<file path="config.mk">
export PLATFORM = sky130hd
export DESIGN_NAME = ila_readout_engine_flat
export DESIGN_NICKNAME = d
export VERILOG_FILES = /design/src/rtl/ila_readout_engine_if.sv /design/src/rtl/ila_readout_engine.sv /design/src/flat_wrapper.sv
export SDC_FILE = /design/constraint.sdc
export NUM_CORES = 1
export LEC_CHECK = 0
export BUFFER_PORTS_ARGS = -buffer_cell sky130_fd_sc_hd__buf_2
export CAP_MARGIN = 20
export CORE_ASPECT_RATIO = 0.9
export CORE_MARGIN = 2
export CORE_UTILIZATION = 50
export DETAILED_ROUTE_END_ITERATION = 10
export PLACE_DENSITY = 0.76
export SETUP_SLACK_MARGIN = 0.2
export SLEW_MARGIN = 30
export SYNTH_ARGS = -nofsm -noshare
export SYNTH_HDL_FRONTEND = slang
export SYNTH_SLANG_ARGS = --single-unit
</file>
<file path="constraint.sdc">
create_clock -name clk -period 2.6 [get_ports clk]
set_clock_uncertainty 0.2 [all_clocks]
set_input_delay 0.52 -clock clk [delete_from_list [all_inputs] [get_ports clk]]
set_output_delay 0.52 -clock clk [all_outputs]
set_load 0.005 [all_outputs]
</file>
<file path="src/rtl/ila_readout_engine_if.sv">
// Byte-stream link from the ILA readout engine to the host transport.
interface ila_readout_engine_if;
    logic       tx_valid;
    logic       tx_ready;
    logic [7:0] tx_data;
    logic       tx_last;

    modport master (output tx_valid, output tx_data, output tx_last, input tx_ready);
    modport slave  (input tx_valid, input tx_data, input tx_last, output tx_ready);
endinterface

</file>
<file path="src/rtl/ila_readout_engine.sv">
// Streams a completed ILA capture out of sample memory as bytes, LSB first, oldest sample first.
// Optional 4-byte header enabled by defining ILA_READOUT_HEADER_EN.
module ila_readout_engine #(
    parameter int unsigned SAMPLE_WIDTH = 32,
    parameter int unsigned DEPTH        = 1024,
    localparam int unsigned ADDR_BITS   = $clog2(DEPTH),
    localparam int unsigned NBYTES      = (SAMPLE_WIDTH + 7) / 8
) (
    input  logic                    clk,
    input  logic                    rst_n,
    input  logic                    start,
    input  logic                    abort,
    input  logic [ADDR_BITS-1:0]    base_ptr,
    output logic                    busy,
    output logic                    done,
    output logic                    mem_rd_en,
    output logic [ADDR_BITS-1:0]    mem_rd_addr,
    input  logic [SAMPLE_WIDTH-1:0] mem_rd_data,
    ila_readout_engine_if.master    tx
);

    // One spare byte above the sample so the "next byte" slice is always in range.
    localparam int unsigned SHW       = NBYTES * 8 + 8;
    localparam int unsigned BIDX_BITS = (NBYTES > 1) ? $clog2(NBYTES) : 1;
    localparam bit          ONE_BYTE  = (NBYTES == 1);

`ifdef ILA_READOUT_HEADER_EN
    typedef enum logic [2:0] {ST_IDLE, ST_HEADER, ST_FETCH, ST_WAIT, ST_SEND, ST_DONE} state_t;
    localparam logic [15:0] DEPTH_W = 16'(DEPTH);

    function automatic logic [7:0] hdr_byte(input logic [1:0] idx);
        case (idx)
            2'd0:    hdr_byte = 8'hA5;
            2'd1:    hdr_byte = 8'(NBYTES);
            2'd2:    hdr_byte = DEPTH_W[7:0];
            default: hdr_byte = DEPTH_W[15:8];
        endcase
    endfunction

    logic [1:0] hdr_idx_q, hdr_idx_d;
`else
    typedef enum logic [2:0] {ST_IDLE, ST_FETCH, ST_WAIT, ST_SEND, ST_DONE} state_t;
`endif

    state_t                 state_q, state_d;
    logic [ADDR_BITS-1:0]   base_q, base_d;
    logic [ADDR_BITS-1:0]   cnt_q, cnt_d;
    logic [ADDR_BITS-1:0]   cnt_inc;
    logic [BIDX_BITS-1:0]   bidx_q, bidx_d;
    logic [BIDX_BITS-1:0]   bidx_next;
    logic [SHW-1:0]         shreg_q, shreg_d;
    logic                   busy_q, busy_d;
    logic                   done_q, done_d;
    logic                   mem_rd_en_q, mem_rd_en_d;
    logic [ADDR_BITS-1:0]   mem_rd_addr_q, mem_rd_addr_d;
    logic                   tx_valid_q, tx_valid_d;
    logic [7:0]             tx_data_q, tx_data_d;
    logic                   tx_last_q, tx_last_d;
    logic                   xfer;
    logic                   last_byte;
    logic                   last_sample;

    // State and registered outputs
    always_ff @(posedge clk or negedge rst_n) begin
        if (!rst_n) begin
            state_q       <= ST_IDLE;
            base_q        <= '0;
            cnt_q         <= '0;
            bidx_q        <= '0;
            shreg_q       <= '0;
            busy_q        <= 1'b0;
            done_q        <= 1'b0;
            mem_rd_en_q   <= 1'b0;
            mem_rd_addr_q <= '0;
            tx_valid_q    <= 1'b0;
            tx_data_q     <= '0;
            tx_last_q     <= 1'b0;
`ifdef ILA_READOUT_HEADER_EN
            hdr_idx_q     <= '0;
`endif
        end else begin
            state_q       <= state_d;
            base_q        <= base_d;
            cnt_q         <= cnt_d;
            bidx_q        <= bidx_d;
            shreg_q       <= shreg_d;
            busy_q        <= busy_d;
            done_q        <= done_d;
            mem_rd_en_q   <= mem_rd_en_d;
            mem_rd_addr_q <= mem_rd_addr_d;
            tx_valid_q    <= tx_valid_d;
            tx_data_q     <= tx_data_d;
            tx_last_q     <= tx_last_d;
`ifdef ILA_READOUT_HEADER_EN
            hdr_idx_q     <= hdr_idx_d;
`endif
        end
    end

    // Next-state and next-output logic
    always_comb begin
        state_d       = state_q;
        base_d        = base_q;
        cnt_d         = cnt_q;
        bidx_d        = bidx_q;
        shreg_d       = shreg_q;
        done_d        = 1'b0;
        mem_rd_en_d   = 1'b0;
        mem_rd_addr_d = mem_rd_addr_q;
        tx_valid_d    = tx_valid_q;
        tx_data_d     = tx_data_q;
        tx_last_d     = tx_last_q;
`ifdef ILA_READOUT_HEADER_EN
        hdr_idx_d     = hdr_idx_q;
`endif
        xfer        = tx_valid_q && tx.tx_ready;
        last_byte   = (bidx_q == BIDX_BITS'(NBYTES - 1));
        last_sample = (cnt_q == ADDR_BITS'(DEPTH - 1));
        cnt_inc     = cnt_q + ADDR_BITS'(1);
        bidx_next   = bidx_q + BIDX_BITS'(1);

        case (state_q)
            ST_IDLE: begin
                if (start) begin
                    base_d = base_ptr;
                    cnt_d  = '0;
`ifdef ILA_READOUT_HEADER_EN
                    state_d    = ST_HEADER;
                    hdr_idx_d  = 2'd0;
                    tx_valid_d = 1'b1;
                    tx_data_d  = hdr_byte(2'd0);
                    tx_last_d  = 1'b0;
`else
                    state_d       = ST_FETCH;
                    mem_rd_en_d   = 1'b1;
                    mem_rd_addr_d = base_ptr;
`endif
                end
            end
`ifdef ILA_READOUT_HEADER_EN
            ST_HEADER: begin
                if (xfer) begin
                    if (hdr_idx_q == 2'd3) begin
                        state_d       = ST_FETCH;
                        tx_valid_d    = 1'b0;
                        mem_rd_en_d   = 1'b1;
                        mem_rd_addr_d = base_q;
                    end else begin
                        hdr_idx_d = hdr_idx_q + 2'd1;
                        tx_data_d = hdr_byte(hdr_idx_q + 2'd1);
                    end
                end
            end
`endif
            ST_FETCH: begin
                state_d = ST_WAIT;
            end
            ST_WAIT: begin
                // Read data is valid this cycle; load it and present byte 0.
                state_d    = ST_SEND;
                shreg_d    = SHW'(mem_rd_data);
                bidx_d     = '0;
                tx_valid_d = 1'b1;
                tx_data_d  = shreg_d[7:0];
                tx_last_d  = ONE_BYTE && last_sample;
            end
            ST_SEND: begin
                if (xfer) begin
                    if (last_byte) begin
                        tx_valid_d = 1'b0;
                        tx_last_d  = 1'b0;
                        if (last_sample) begin
                            state_d = ST_DONE;
                            done_d  = 1'b1;
                        end else begin
                            cnt_d         = cnt_inc;
                            state_d       = ST_FETCH;
                            mem_rd_en_d   = 1'b1;
                            mem_rd_addr_d = base_q + cnt_inc;
                        end
                    end else begin
                        bidx_d    = bidx_next;
                        shreg_d   = shreg_q >> 8;
                        tx_data_d = shreg_q[15:8];
                        tx_last_d = (bidx_next == BIDX_BITS'(NBYTES - 1)) && last_sample;
                    end
                end
            end
            ST_DONE: begin
                state_d = ST_IDLE;
            end
            default: begin
                state_d = ST_IDLE;
            end
        endcase

        // Abort wins over everything, including a byte handshaking this cycle.
        if (abort && (state_q != ST_IDLE)) begin
            state_d     = ST_IDLE;
            done_d      = 1'b0;
            mem_rd_en_d = 1'b0;
            tx_valid_d  = 1'b0;
            tx_last_d   = 1'b0;
        end

        busy_d = (state_d != ST_IDLE);
    end

    assign busy        = busy_q;
    assign done        = done_q;
    assign mem_rd_en   = mem_rd_en_q;
    assign mem_rd_addr = mem_rd_addr_q;
    assign tx.tx_valid = tx_valid_q;
    assign tx.tx_data  = tx_data_q;
    assign tx.tx_last  = tx_last_q;

endmodule

</file>
<file path="src/flat_wrapper.sv">
// flat-port wrapper written by rule: the top's interface ports become plain ports
module ila_readout_engine_flat 
#(
    parameter int unsigned SAMPLE_WIDTH = 32,
    parameter int unsigned DEPTH        = 1024,
    localparam int unsigned ADDR_BITS   = $clog2(DEPTH),
    localparam int unsigned NBYTES      = (SAMPLE_WIDTH + 7) / 8
)
  (clk, rst_n, start, abort, base_ptr, busy, done, mem_rd_en, mem_rd_addr, mem_rd_data, tx_tx_valid, tx_tx_data, tx_tx_last, tx_tx_ready);
  ila_readout_engine_if tx_i ();
  input  logic clk;
  input  logic rst_n;
  input  logic start;
  input  logic abort;
  input  logic [ADDR_BITS-1:0] base_ptr;
  output logic busy;
  output logic done;
  output logic mem_rd_en;
  output logic [ADDR_BITS-1:0] mem_rd_addr;
  input  logic [SAMPLE_WIDTH-1:0] mem_rd_data;
  output wire logic [$bits(tx_i.tx_valid)-1:0] tx_tx_valid;
  output wire logic [$bits(tx_i.tx_data)-1:0] tx_tx_data;
  output wire logic [$bits(tx_i.tx_last)-1:0] tx_tx_last;
  input wire logic [$bits(tx_i.tx_ready)-1:0] tx_tx_ready;
  assign tx_tx_valid = tx_i.tx_valid;
  assign tx_tx_data = tx_i.tx_data;
  assign tx_tx_last = tx_i.tx_last;
  assign tx_i.tx_ready = tx_tx_ready;
  ila_readout_engine #(.SAMPLE_WIDTH(SAMPLE_WIDTH), .DEPTH(DEPTH)) u_core (.clk(clk), .rst_n(rst_n), .start(start), .abort(abort), .base_ptr(base_ptr), .busy(busy), .done(done), .mem_rd_en(mem_rd_en), .mem_rd_addr(mem_rd_addr), .mem_rd_data(mem_rd_data), .tx(tx_i));
endmodule
</file>
== Word-level counts from Yosys, hierarchy flattened ==
Cells that the tools add are included.

* Register bits: 88
* Bits of input ports: 47
* Output and inout port bits: 23
* Logic and storage cells: 86

* Add/subtract/negate cells: 3
* Equal/unequal tests: 13
* Multiplexer cells: 44
* Reduce and logical (&&, ||, !) cells: 14

{| class="wikitable"
|+ Operators by type and width
! kind !! number
|-
| 2-to-1 mux 10 bit || 8
|-
| 2-to-1 mux 40 bit || 2
|-
| one-hot mux 40 bit (2 select lines) || 1
|-
| one-hot mux 10 bit (2 select lines) || 2
|-
| 2-to-1 mux 1 bit || 16
|-
| 2-to-1 mux 8 bit || 2
|-
| one-hot mux 8 bit (2 select lines) || 1
|-
| 2-to-1 mux 3 bit || 5
|-
| one-hot mux 3 bit (4 select lines) || 1
|-
| adder 10 x 1 -> 10 bit, second input constant || 1
|-
| adder 10 bit || 1
|-
| == test 10 bit, second input constant || 1
|-
| nonzero test 3 bit || 3
|-
| == test 3 x 2 -> 1 bit, second input constant || 2
|-
| inequality test 2 bit, second input constant || 3
|-
| inequality test 3 x 1 -> 1 bit, second input constant || 2
|-
| one-hot mux 1 bit (2 select lines) || 3
|-
| AND reduction 3 bit || 2
|-
| AND reduction 5 bit || 1
|-
| == test 2 bit, second input constant || 2
|-
| 2-to-1 mux 2 bit || 2
|-
| inequality test 2 x 1 -> 1 bit, second input constant || 2
|-
| one-hot mux 2 bit (2 select lines) || 1
|-
| AND reduction 2 bit || 2
|-
| 5 further kinds || 8
|}

== Longest topological paths before layout ==
Gate-level depths: netlist of the first run.

* Depth in word-level cells: 7
* Mapped depth: 11
* Gate-level depth less buffers: 11

== Worst setup path before layout of the first run ==
No wires, ideal clock.

* Path type: flip-flop to flip-flop
* Start: reg u_core.cnt_q[0]
* End: reg u_core.mem_rd_addr_q[8], in the netlist u_core.mem_rd_addr[8]
* Setup time: 0.137 ns
* Data arrival time: 2.157 ns
* Data required time: 2.263 ns
* Slack: 0.106 ns
* Cell stages (with the launch flop): 11
* Buffers on the path: 0
* Period minus slack after synthesis: 2.494 ns
* Cells stage by stage: dfrtp_1 > ha_1 > nand3_1 > xnor2_1 > ha_1 > a21oi_1 > o21ai_0 > a2111oi_0 > nor2_1 > xnor2_1 > a21oi_1

* Cells in the longest elaborated chain, start to end: 6
* Elaborated cells on any way between the ends: 9
* Classes of those cells: add/sub (2); eq/ne (2); mux (4); reduce/logical (1)

{| class="wikitable"
|+ RTL lines
! element !! RTL line !! text
|-
| from (decl) || ila_readout_engine.sv:47 || <nowiki>logic [ADDR_BITS-1:0] cnt_q, cnt_d;</nowiki>
|-
| from (signal assigned) || ila_readout_engine.sv:84 || <nowiki>cnt_q <= cnt_d;</nowiki>
|-
| adder 10 x 1 -> 10 bit || ila_readout_engine.sv:119 || <nowiki>cnt_inc = cnt_q + ADDR_BITS'(1);</nowiki>
|-
| adder 10 bit || ila_readout_engine.sv:179 || <nowiki>mem_rd_addr_d = base_q + cnt_inc;</nowiki>
|-
| 2-to-1 mux 10 bit || ila_readout_engine.sv:172 || <nowiki>if (last_sample) begin</nowiki>
|-
| 2-to-1 mux 10 bit || ila_readout_engine.sv:169 || <nowiki>if (last_byte) begin</nowiki>
|-
| 2-to-1 mux 10 bit || ila_readout_engine.sv:168 || <nowiki>if (xfer) begin</nowiki>
|-
| one-hot mux 10 bit (2 select lines) || ila_readout_engine.sv:122 || <nowiki>case (state_q)</nowiki>
|-
| to (signal assigned) || ila_readout_engine.sv:90 || <nowiki>mem_rd_addr_q <= mem_rd_addr_d;</nowiki>
|-
| to (decl) || ila_readout_engine.sv:55 || <nowiki>logic [ADDR_BITS-1:0] mem_rd_addr_q, mem_rd_addr_d;</nowiki>
|}

Parallel ways exist; a longest one is shown, timed or not. The select of a mux whose other input is x is not followed.
A chain may end at the register's enable or synchronous reset.

== Final worst setup path of the first run ==
* Start: reg u_core.cnt_q[1]
* End: reg u_core.mem_rd_addr_q[9], in the netlist u_core.mem_rd_addr[9]

Same word-level chain as after synthesis.

==> summary.txt, run 1 <==
Run status
  • Outcome: finished, final reports clean

Floorplanning
  • Core area: 7080 µm²
  • Initial core utilization: 51.9%
  • Die width: 94.3 µm
  • I/O pin cnt: 70
  • Die area: 8040 µm²
  • Rows: 29
  • Die H: 85.3 µm

STA
  • Relative slew margins: 61.1%
  • Crit share post-route: 94.2%
  • RSZ-0062 raised after global routing: yes
  • Final slew viol count: 0
  • Final Setup Violations: 0
  • Tmin final: 2.45 ns
  • Hold Vio Cnt, Final: 0
  • PnR worst setup slack: 0.151 ns
  • Worst Tran Pin Value: 0.584 ns
  • Fmax: 408 MHz

Logic synthesis
  • Synth Register Bits: 72
  • Average cell area after synthesis: 9.92 µm²
  • Cells after synthesis: 370
  • Post-Synth XOR/XNOR Area: 4.06%
  • Simple-gate share of the synthesized area: 15.0%
  • Share of the synthesized area in the top cell type: 49.1%
  • EDFF count, synth: 0
  • Netlist cell types: 42
  • Synth Area in Compound Gates: 13.1%
  • Mapped Area: 3670 µm²
  • Top_reg_cell synth: dfrtp_1
  • Seq/Total Area, Yosys: 49.1%
  • Area leader, netlist: dfrtp_1
  • Syn_nets: 430
  • Largest family of logic cells by synthesized area: simple AND/OR/NAND/NOR gates
  • Ys Warns: 0
  • Async SR Flop Fraction: 100%
  • Synth area leaders: dfrtp_1 49%, mux2i_1 7.4%, nand2_1 6.6%
  • Post-synthesis adder-cell area fraction: 4.64%
  • Post-synthesis mux area share: 9.51%
  • Most frequent cell after synthesis: dfrtp_1
  • Top post-synthesis cells by count: 72 x dfrtp_1, 65 x nand2_1, 46 x o21ai_0

GRT
  • Largest net degree at the start of global routing: 59
  • Initial antenna violation count: 0
  • Vias in the first global route: 2935
  • Congestion Overflow GR: 0
  • GRT busiest layer: met2
  • GR Util met2: 33.8%
  • GRT Total Usage: 21.9%
  • GR met1 Demand/Resource: 30.4%
  • Met3 usage in global routing: 5.51%
  • Global-route wire length before repair: 13800 µm

Detailed routing
  • Initial drt markers: 169
  • Vias per cell: 5.48
  • WL/cell: 16.2 µm
  • Final antenna-violating net count: 0
  • Drt pass-1 iters: 4
  • # DRC: 0
  • Routed WL: 8900 µm
  • Vias after detailed routing: 3009

Critical path
  • Crit path launch type: flip-flop
  • Crit path max fanout: 5
  • Crit path DAT: 2.51 ns
  • CP required: 2.67 ns
  • Crit path kind: reg -> reg
  • Crit end category: flip-flop

CTS
  • Num CTS Buffers: 9
  • CTS tree: built
  • Root buf cell: clkbuf_8
  • Clk buf depth: 2
  • H-tree depth: 3
  • Clock sinks: 72
  • Clock transition at the registers of the reported paths: 0.08 ns
  • Clock Latency Late Sink: 0.35 ns

Pwr
  • Static Leakage: 2.41 nW
  • Max VDD drop: 0.662 mV
  • PD cells: 911 nW/µm²

Final layout
  • Antenna fix cells: 0
  • P&R area growth vs syn: 30.2%
  • FILL cells: 543
  • Nets: 511
  • Finished Core Util: 67.5%
  • Layout cell share with drive strength beyond 1: 35.5%

Placement
  • Dpl ws: -0.0347 ns
  • PortBufs: 69
  • Routability cong.: 0.873
  • Post-DP HPWL: 5580 µm

Min path
  • Type of the worst min-delay path: in -> reg

Job
  • Max-cap check violation count: 0
-- path summary, 6_finish.rpt --
check / startpoint / end / slack (ns) / cells after the start
max: u_core.cnt_q[1]$_DFFE_PN0P_ / u_core.mem_rd_addr[9]$_DFFE_PN0P_ / 0.15 / 11
min: mem_rd_data[27] / u_core.shreg_q[27]$_DFFE_PN0P_ / 0.18 / 2
max reg2reg: u_core.cnt_q[1]$_DFFE_PN0P_ / u_core.mem_rd_addr[9]$_DFFE_PN0P_ / 0.15 / 11
min reg2reg: u_core.shreg_q[12]$_DFFE_PN0P_ / u_core.shreg_q[12]$_DFFE_PN0P_ / 0.28 / 2
max in group asynchronous: rst_n / u_core.shreg_q[9]$_DFFE_PN0P_ / 1.03 / 3
min in group asynchronous: rst_n / u_core.shreg_q[26]$_DFFE_PN0P_ / 0.50 / 2
-- state kept, by name, summed over array words and instances (netlist names), 2 cells and up --
signal              cells
u_core.shreg_q         25
u_core.base_q          10
u_core.cnt_q           10
u_core.mem_rd_addr     10
u_core.tx.tx_data       7
u_core.state_q          3
u_core.bidx_q           2
-- per-layer routing --
metal / part of all wire (%) / wire, µm
met5: 0 / 0
met4: 2.1 / 191
met3: 4.7 / 415
met2: 50 / 4410
met1: 44 / 3890
-- final cells by class --
class                   instances  area, µm²  area share, %
well taps                      93        116           2.44
clock inverters                 7        120           2.51
flip-flops and latches         72       1800           37.8
clock buffers                   9        124           2.59
inverters                       5       18.8          0.393
multi-input cells             267       2020           42.2
repair buffers                 96        576           12.0
-- metrics by stage --
step	hold slack (ns)	instances	TNS (ns)	instance area (µm²)	power [W]
global placement	0.258	516	0	4080	0.00298
finish	0.183	549	0	4780	0.00435
floorplan	0.0244	370	0	3680	0.00267
global route	0.181	549	0	4780	0.00464
CTS	0.170	540	0	4510	0.00420
detailed placement	0.265	516	-0.0347	4080	0.00305
-- critical path, cell delays in order (launching register included) --
cell      delay, ns
dfrtp_1        0.43
nand3_1        0.12
nor2_2         0.12
and3_4         0.22
xor2_4         0.20
ha_4           0.25
a21oi_2        0.16
nand2_1        0.09
a21oi_2        0.15
o21ai_2        0.07
xnor2_1        0.13
a211oi_2       0.23
-- cells in the final DEF, fill, tap and decap left out, types with 6 or more instances in the layout --
cell	count
nand2_1	62
mux2i_1	27
a22o_1	9
nand3_1	12
clkbuf_8	9
o21ai_0	42
mux2_2	7
dfrtp_1	70
nor2_1	20
a21oi_1	10
ha_4	6
buf_4	24
buf_2	69
xnor2_1	8
-- logic make-up (layout without fill, tap and decap cells) --
logic type                 after synthesis  after routing
xor gates and xnor gates                17             17
DFF                                     72             72
AOI/OAI and AO/OA                       82             82
adders and majority gates               13             13
and+or+nand+nor                        121            121
muxes                                   34             34
buffers and inverters                   31            117
-- power breakdown --
group | switching (W) | total [W] | leakage, nW | internal (W)
Clock | 0.000443 | 0.00108 | 0.119 | 0.000639
Sequential | 0.000294 | 0.00183 | 0.903 | 0.00154
Combinational | 0.000727 | 0.00144 | 1.39 | 0.000716
Total | 0.00146 | 0.00435 | 2.41 | 0.00289
-- repair_timing --
item | CTS | global route
endpoints found under the hold margin | 24 | 0
pin swaps | 12 | 30
setup endpoints to repair | 4 | 8
resized for setup | 25 | 30
hold buffers | 1 | 0
buffers inserted | 7 | 9
(Power assumes the default switching activity.)
==> run 2: changes to the inputs <==
--- a/config.mk
+++ b/config.mk
@@ -10,9 +10,10 @@
 export CORE_ASPECT_RATIO = 0.9
 export CORE_MARGIN = 2
 export CORE_UTILIZATION = 50
+export CTS_CLUSTER_SIZE = 30
 export DETAILED_ROUTE_END_ITERATION = 10
+export MAX_ROUTING_LAYER = met4
 export PLACE_DENSITY = 0.76
-export SETUP_SLACK_MARGIN = 0.2
 export SLEW_MARGIN = 30
 export SYNTH_ARGS = -nofsm -noshare
 export SYNTH_HDL_FRONTEND = slang
==> run 2 against run 1 <==
Fmax fell by 5.6%. Sequential power about the same. Wire length fell by 6.2%. Highest routed layer unchanged.
==> summary.txt, run 2 (synthesis results as in run 1) <==
Run status
  • Outcome: finished, final reports clean

Final layout
  • Antenna fix cells: 0 (unchanged)
  • Commonest non-fill, non-tap cell in the layout: dfrtp_1
  • Final cell count without fillers: 544 (-0.91%)
  • Max reg flops: 25 (unchanged)
  • FILL cells: 567 (+4.4%)
  • Layout cell share with drive strength beyond 1: 31.9% (-3.6 points)
  • Area occupied by multi-input gates: 1870 µm² (-7.1%)
  • Fin area: 4550 µm² (-4.7%)
  • Commonest non-fill, non-tap cells in the layout: 71 x dfrtp_1, 69 x buf_2, 64 x nand2_1
  • Nets: 506 (-0.98%)
  • Largest Register: u_core.shreg_q
  • P&R area growth vs syn: 24.1%
  • Register area: 1800 µm² (about the same)

STA
  • Final slew viol count: 0 (unchanged)
  • Relative slew margins: 68.1% (+7.1 points)
  • WHS: 0.183 ns (-0.000323 ns)
  • Crit share post-route: 99.8% (+5.6 points)
  • Worst Tran Pin Value: 0.478 ns (-0.106 ns)
  • Final Setup Violations: 0 (unchanged)
  • Fmax: 385 MHz (-5.6%)
  • Hold Vio Cnt, Final: 0 (unchanged)
  • Tmin final: 2.59 ns (+0.146 ns)

Detailed routing
  • Drt pass-1 iters: 4 (unchanged)
  • Initial drt markers: 165 (-2.4%)
  • Final antenna-violating net count: 0 (unchanged)
  • Routed WL: 8350 µm (-6.2%)
  • WL/cell: 15.3 µm (-5.3%)
  • Vias per cell: 5.42 (-1.0%)
  • # DRC: 0 (unchanged)
  • Vias after detailed routing: 2951 (-1.9%)

Critical path
  • Buf/Inv on CP: 1 (+1)
  • Critical Path Most Common Cell: ha_4
  • CP max stage delay: 0.43 ns (about the same)
  • Crit path DAT: 2.63 ns (+0.12 ns)
  • Crit end category: flip-flop
  • Cell chain of the critical path: ha_4, buf_4, and4_4, nand2_4, xnor2_4, ha_4, or2_2, a21oi_2, nor2_1, xnor2_1, a21oi_1
  • Crit path kind: reg -> reg
  • Crit path max fanout: 4 (-1)
  • Crit path launch type: flip-flop
  • CP required: 2.64 ns (-0.03 ns)
  • Worst path top cell family by delay: simple AND/OR/NAND/NOR gates
  • Slowest cell on crit path: dfrtp_1

CTS
  • Clock sinks: 72 (unchanged)
  • Num CTS Buffers: 9 (unchanged)
  • Clock Latency Late Sink: 0.35 ns (about the same)
  • Root buf cell: clkbuf_8
  • Clk buf depth: 2 (unchanged)
  • H-tree depth: 3 (unchanged)
  • Clock transition at the registers of the reported paths: 0.07 ns (about the same)
  • CTS tree: built

GRT
  • GRT Total Usage: 21.8% (-0.11 points)
  • Initial antenna violation count: 0 (unchanged)
  • Vias in the first global route: 2834 (-3.4%)
  • Global-route wire length before repair: 13300 µm (-3.7%)
  • Largest net degree at the start of global routing: 73 (+24%)
  • Congestion Overflow GR: 0 (unchanged)

Pwr
  • Max VDD drop: 0.498 mV (-25%)
  • Static Leakage: 2.34 nW (-2.9%)
  • PD cells: 898 nW/µm² (-1.5%)
  • Tot Pwr: 0.00409 W (-6.1%)

Floorplanning
  • I/O pin cnt: 70 (unchanged)
  • Die width: 94.3 µm (unchanged)
  • Rows: 29 (unchanged)
  • Core area: 7080 µm² (unchanged)
  • Initial core utilization: 51.9% (unchanged)
  • Die H: 85.3 µm (unchanged)
  • Die area: 8040 µm² (unchanged)

Placement
  • Routability cong.: 0.919 (+5.2%)
  • Cell Area, Placed: 4100 µm² (+0.37%)
  • PortBufs: 69 (unchanged)
  • Inst Count DP: 520 (+0.78%)
  • Post-DP HPWL: 5440 µm (-2.6%)

Job
  • Max-cap check violation count: 0 (unchanged)

Min path
  • Type of the worst min-delay path: in -> reg
run 2: changes by cell type in the layout (fill, tap and decap cells not counted), moves of 2 or more:
cell,delta
nand3_1,+2
a21oi_4,-2
o21ai_4,-2
nand2_1,+2
nand2_2,-2
buf_4,-4
bufinv_16,-2
xnor2_1,+2
clkbuf_8,+3
run 2: repair_timing:
| item | CTS | global route |
|---|---|---|
| endpoints found under the setup margin | 3 | 3 |
| hold endpoints to repair | 11 | 0 |
| setup buffers | 4 | 3 |
| gates resized for setup | 5 | 29 |
| pin swaps | 3 | 15 |
| hold buffers | 1 | 0 |
run 2: worst register-to-register path: cells and delay by family, from the launching register on:
family / cells / cell delay, ns
AOI/OAI and AO/OA: 2 / 0.23
xor gates and xnor gates: 2 / 0.40
adders and majority gates: 2 / 0.42
buffers and inverters: 1 / 0.12
DFF: 1 / 0.43
and+or+nand+nor: 4 / 0.69
run 2: where the power goes:
part | leakage (nW) | switching (W) | internal (W) | total [W]
clock network | 0.109 | 0.000432 | 0.000522 | 0.000954
logic | 1.33 | 0.000663 | 0.000664 | 0.00133
registers | 0.905 | 0.000273 | 0.00153 | 0.00181
total | 2.34 | 0.00137 | 0.00272 | 0.00409
run 2: path summary, 6_finish.rpt:
kind                                                   from                                 to  slack [ns]  depth (start not counted)
setup / recovery                u_core.cnt_q[1]$_DFFE_PN0P_  u_core.mem_rd_addr[8]$_DFFE_PN0P_       0.005                         11
setup reg to reg                u_core.cnt_q[1]$_DFFE_PN0P_  u_core.mem_rd_addr[8]$_DFFE_PN0P_       0.005                         11
hold reg to reg            u_core.tx.tx_data[4]$_DFFE_PN0P_   u_core.tx.tx_data[4]$_DFFE_PN0P_        0.28                          2
hold / removal                              mem_rd_data[28]     u_core.shreg_q[28]$_DFFE_PN0P_        0.18                          2
min in group asynchronous                             rst_n     u_core.shreg_q[30]$_DFFE_PN0P_        0.52                          3
max in group asynchronous                             rst_n        u_core.cnt_q[2]$_DFFE_PN0P_        1.36                          3
run 2: metal layers:
layer / track usage, % / up-vias / part of all wire, % / routed length [µm]
li1: - / 1434 / - / -
met1: 29.9 / 1418 / 43 / 3610
met2: 31.8 / 85 / 50 / 4190
met3: 4.62 / 14 / 4.6 / 384
met4: 8.96 / 0 / 1.9 / 162
met5: - / - / 0 / 0
run 2: cell type report:
cell class,count,area share (%)
Clock buffer,12,3.63
Clock inverter,4,1.13
Inverter,5,0.412
Multi-Input combinational cell,267,41.2
Sequential cell,72,39.6
Tap cell,93,2.55
Timing Repair Buffer,91,11.5
run 2: through the flow:
step / util, % / setup WS (ns) / setup TNS (ns)
5_1_grt: 64.4 / -0.0676 / -0.123
3_5_place_dp: 57.9 / -0.0939 / -0.202
2_1_floorplan: - / 0.106 / 0
4_1_cts: 61.8 / 0.00736 / 0
6_report: 64.4 / 0.00514 / 0
3_3_place_gp: 57.9 / 0.00925 / 0
==> run 3: changes to the inputs <==
--- a/config.mk
+++ b/config.mk
@@ -14,7 +14,8 @@
 export DETAILED_ROUTE_END_ITERATION = 10
 export MAX_ROUTING_LAYER = met4
 export PLACE_DENSITY = 0.76
-export SLEW_MARGIN = 30
+export RECOVER_POWER = 100
+export SLEW_MARGIN = 15
 export SYNTH_ARGS = -nofsm -noshare
 export SYNTH_HDL_FRONTEND = slang
 export SYNTH_SLANG_ARGS = --single-unit
==> run 3 against run 2 <==
Flip-flop and latch count did not move. Cell count did not move. Register-to-register slack barely moved. Power fell by 0.40%. Fmax barely moved. Sequential share of layout area rose by 0.31 points. Non-clock buffer count did not move. Combinational power barely moved. First-iteration DRC count rose by 7.9%.
==> summary.txt, run 3 (synthesis results as in run 1) <==
Critical path
  • CP required: 2.64 ns (about the same)
  • Reg-to-Reg End: u_core.mem_rd_addr[8]$_DFFE_PN0P_
  • Critical Path Most Common Cell: ha_4
  • Buf/Inv on CP: 1 (unchanged)
  • Crit path max fanout: 4 (unchanged)
  • Reg-to-Reg Start: u_core.cnt_q[1]$_DFFE_PN0P_
  • FF-to-FF setup slack: 0.005 ns (about the same)
  • CP max stage delay: 0.43 ns (about the same)
  • Crit path launch type: flip-flop
  • Cell chain of the critical path: ha_4, buf_4, and4_4, nand2_4, xnor2_4, ha_4, or2_2, a21oi_2, nor2_1, xnor2_1, a21oi_1
  • Worst path top cell family by delay: simple AND/OR/NAND/NOR gates
  • Crit end category: flip-flop
  • Slowest cell on crit path: dfrtp_1
  • Worst reg2reg path depth: 11 (unchanged)
  • Crit path DAT: 2.63 ns (about the same)
  • Crit path kind: reg -> reg

CTS
  • H-tree depth: 3 (unchanged)
  • CTS tree: built
  • Num CTS Buffers: 9 (unchanged)
  • Root buf cell: clkbuf_8
  • Clk buf depth: 2 (unchanged)
  • Clock Latency Late Sink: 0.35 ns (about the same)
  • Clock sinks: 72 (unchanged)
  • Clock transition at the registers of the reported paths: 0.07 ns (about the same)

STA
  • Hold Vio Cnt, Final: 0 (unchanged)
  • Worst Tran Pin Value: 0.963 ns (+0.485 ns)
  • Final slew viol count: 0 (unchanged)
  • Tmin final: 2.59 ns (-0.000349 ns)
  • Fmax: 385 MHz (about the same)
  • Crit share post-route: 99.8% (about the same)
  • Relative slew margins: 35.8% (-32 points)
  • WHS: 0.181 ns (-0.00182 ns)
  • Final Setup Violations: 0 (unchanged)

GRT
  • GRT Total Usage: 21.8% (unchanged)
  • Initial antenna violation count: 0 (unchanged)
  • Largest net degree at the start of global routing: 73 (unchanged)
  • Global-route wire length before repair: 13300 µm (unchanged)
  • Vias in the first global route: 2834 (unchanged)
  • Congestion Overflow GR: 0 (unchanged)

Placement
  • Post-DP HPWL: 5440 µm (unchanged)
  • Routability cong.: 0.919 (unchanged)
  • Inst Count DP: 520 (unchanged)
  • PortBufs: 69 (unchanged)

Job
  • Max-cap check violation count: 0 (unchanged)

Pwr
  • Tot Pwr: 0.00407 W (-0.40%)
  • PD cells: 901 nW/µm² (+0.37%)
  • Max VDD drop: 0.498 mV (about the same)
  • Static Leakage: 2.31 nW (-1.4%)

Floorplanning
  • Die area: 8040 µm² (unchanged)
  • Initial core utilization: 51.9% (unchanged)
  • Die width: 94.3 µm (unchanged)
  • I/O pin cnt: 70 (unchanged)
  • Die H: 85.3 µm (unchanged)
  • Core area: 7080 µm² (unchanged)
  • Rows: 29 (unchanged)

Final layout
  • Largest Register: u_core.shreg_q
  • Commonest non-fill, non-tap cell in the layout: dfrtp_1
  • Commonest non-fill, non-tap cells in the layout: 71 x dfrtp_1, 65 x nand2_1, 62 x buf_2
  • Nets: 506 (unchanged)
  • Finished Core Util: 63.9% (-0.50 points)
  • Max reg flops: 25 (unchanged)
  • Antenna fix cells: 0 (unchanged)
  • Layout cell share with drive strength beyond 1: 29.7% (-2.2 points)
  • P&R area growth vs syn: 23.2%
  • FILL cells: 578 (+1.9%)
  • Final cell count without fillers: 544 (unchanged)

Min path
  • Hold path start: mem_rd_data[25]
  • Endpoint, Worst Hold: u_core.shreg_q[25]$_DFFE_PN0P_
  • Type of the worst min-delay path: in -> reg
  • WHS Path Cells: 2 (unchanged)

Run status
  • Outcome: finished, final reports clean

Detailed routing
  • WL/cell: 15.4 µm (+0.41%)
  • Initial drt markers: 178 (+7.9%)
  • Routed WL: 8380 µm (+0.41%)
  • # DRC: 0 (unchanged)
  • Vias per cell: 5.45 (+0.44%)
  • Final antenna-violating net count: 0 (unchanged)
  • Drt pass-1 iters: 5 (+1)
  • Vias after detailed routing: 2964 (+0.44%)
==> run 3: worst max path at each step <==
stage / start / endpoint / slack [ns] / cells after the start
after floorplan: u_core.cnt_q[0]$_DFFE_PN0P_ / u_core.mem_rd_addr[8]$_DFFE_PN0P_ / 0.11 / 10
after global routing: u_core.cnt_q[1]$_DFFE_PN0P_ / u_core.mem_rd_addr[9]$_DFFE_PN0P_ / -0.07 / 12
after detailed placement: u_core.cnt_q[0]$_DFFE_PN0P_ / u_core.mem_rd_addr[9]$_DFFE_PN0P_ / -0.09 / 11
final: u_core.cnt_q[1]$_DFFE_PN0P_ / u_core.mem_rd_addr[8]$_DFFE_PN0P_ / 0.005 / 11
after CTS: u_core.cnt_q[0]$_DFFE_PN0P_ / u_core.mem_rd_addr[8]$_DFFE_PN0P_ / 0.007 / 11
after global placement: u_core.cnt_q[0]$_DFFE_PN0P_ / u_core.mem_rd_addr[8]$_DFFE_PN0P_ / 0.009 / 8
==> run 3: repair_timing <==
| action | CTS | global route |
|---|---|---|
| resized for setup | 5 | 29 |
| endpoints found under the setup margin | 3 | 3 |
| endpoints found under the hold margin | 11 | 0 |
| hold buffers | 1 | 0 |
| pin swaps | 3 | 15 |
| setup buffers | 4 | 3 |
==> run 3: metal layers <==
layer | track usage, % | vias to the layer above | share of wire (%)
met5 | - | - | 0
met3 | 4.62 | 19 | 4.2
met1 | 29.9 | 1429 | 45
met4 | 8.96 | 0 | 1.9
li1 | - | 1432 | -
met2 | 31.8 | 84 | 49
==> run 3: layout make-up <==
type,count,area (µm²),area share [%]
multi-input combinational,267,1870,41.3
sequential,72,1800,39.9
timing repair buffer,91,498,11.0
clock buffer,12,165,3.65
tap,93,116,2.57
clock inverter,4,51.3,1.14
inverter,5,18.8,0.415
==> run 3: stage by stage <==
stage	setup WS [ns]	setup TNS, ns	area (µm²)
final	0.00549	0	4520
after global routing	-0.0676	-0.123	4520
after CTS	0.00736	0	4370
after detailed placement	-0.0939	-0.202	4100
after global placement	0.00925	0	4100
after floorplan	0.106	0	3670
==> run 3: power by group <==
part,switching [W],internal (W)
combinational,0.000662,0.000645
sequential,0.000274,0.00154
clock,0.000433,0.000522
total,0.00137,0.00270
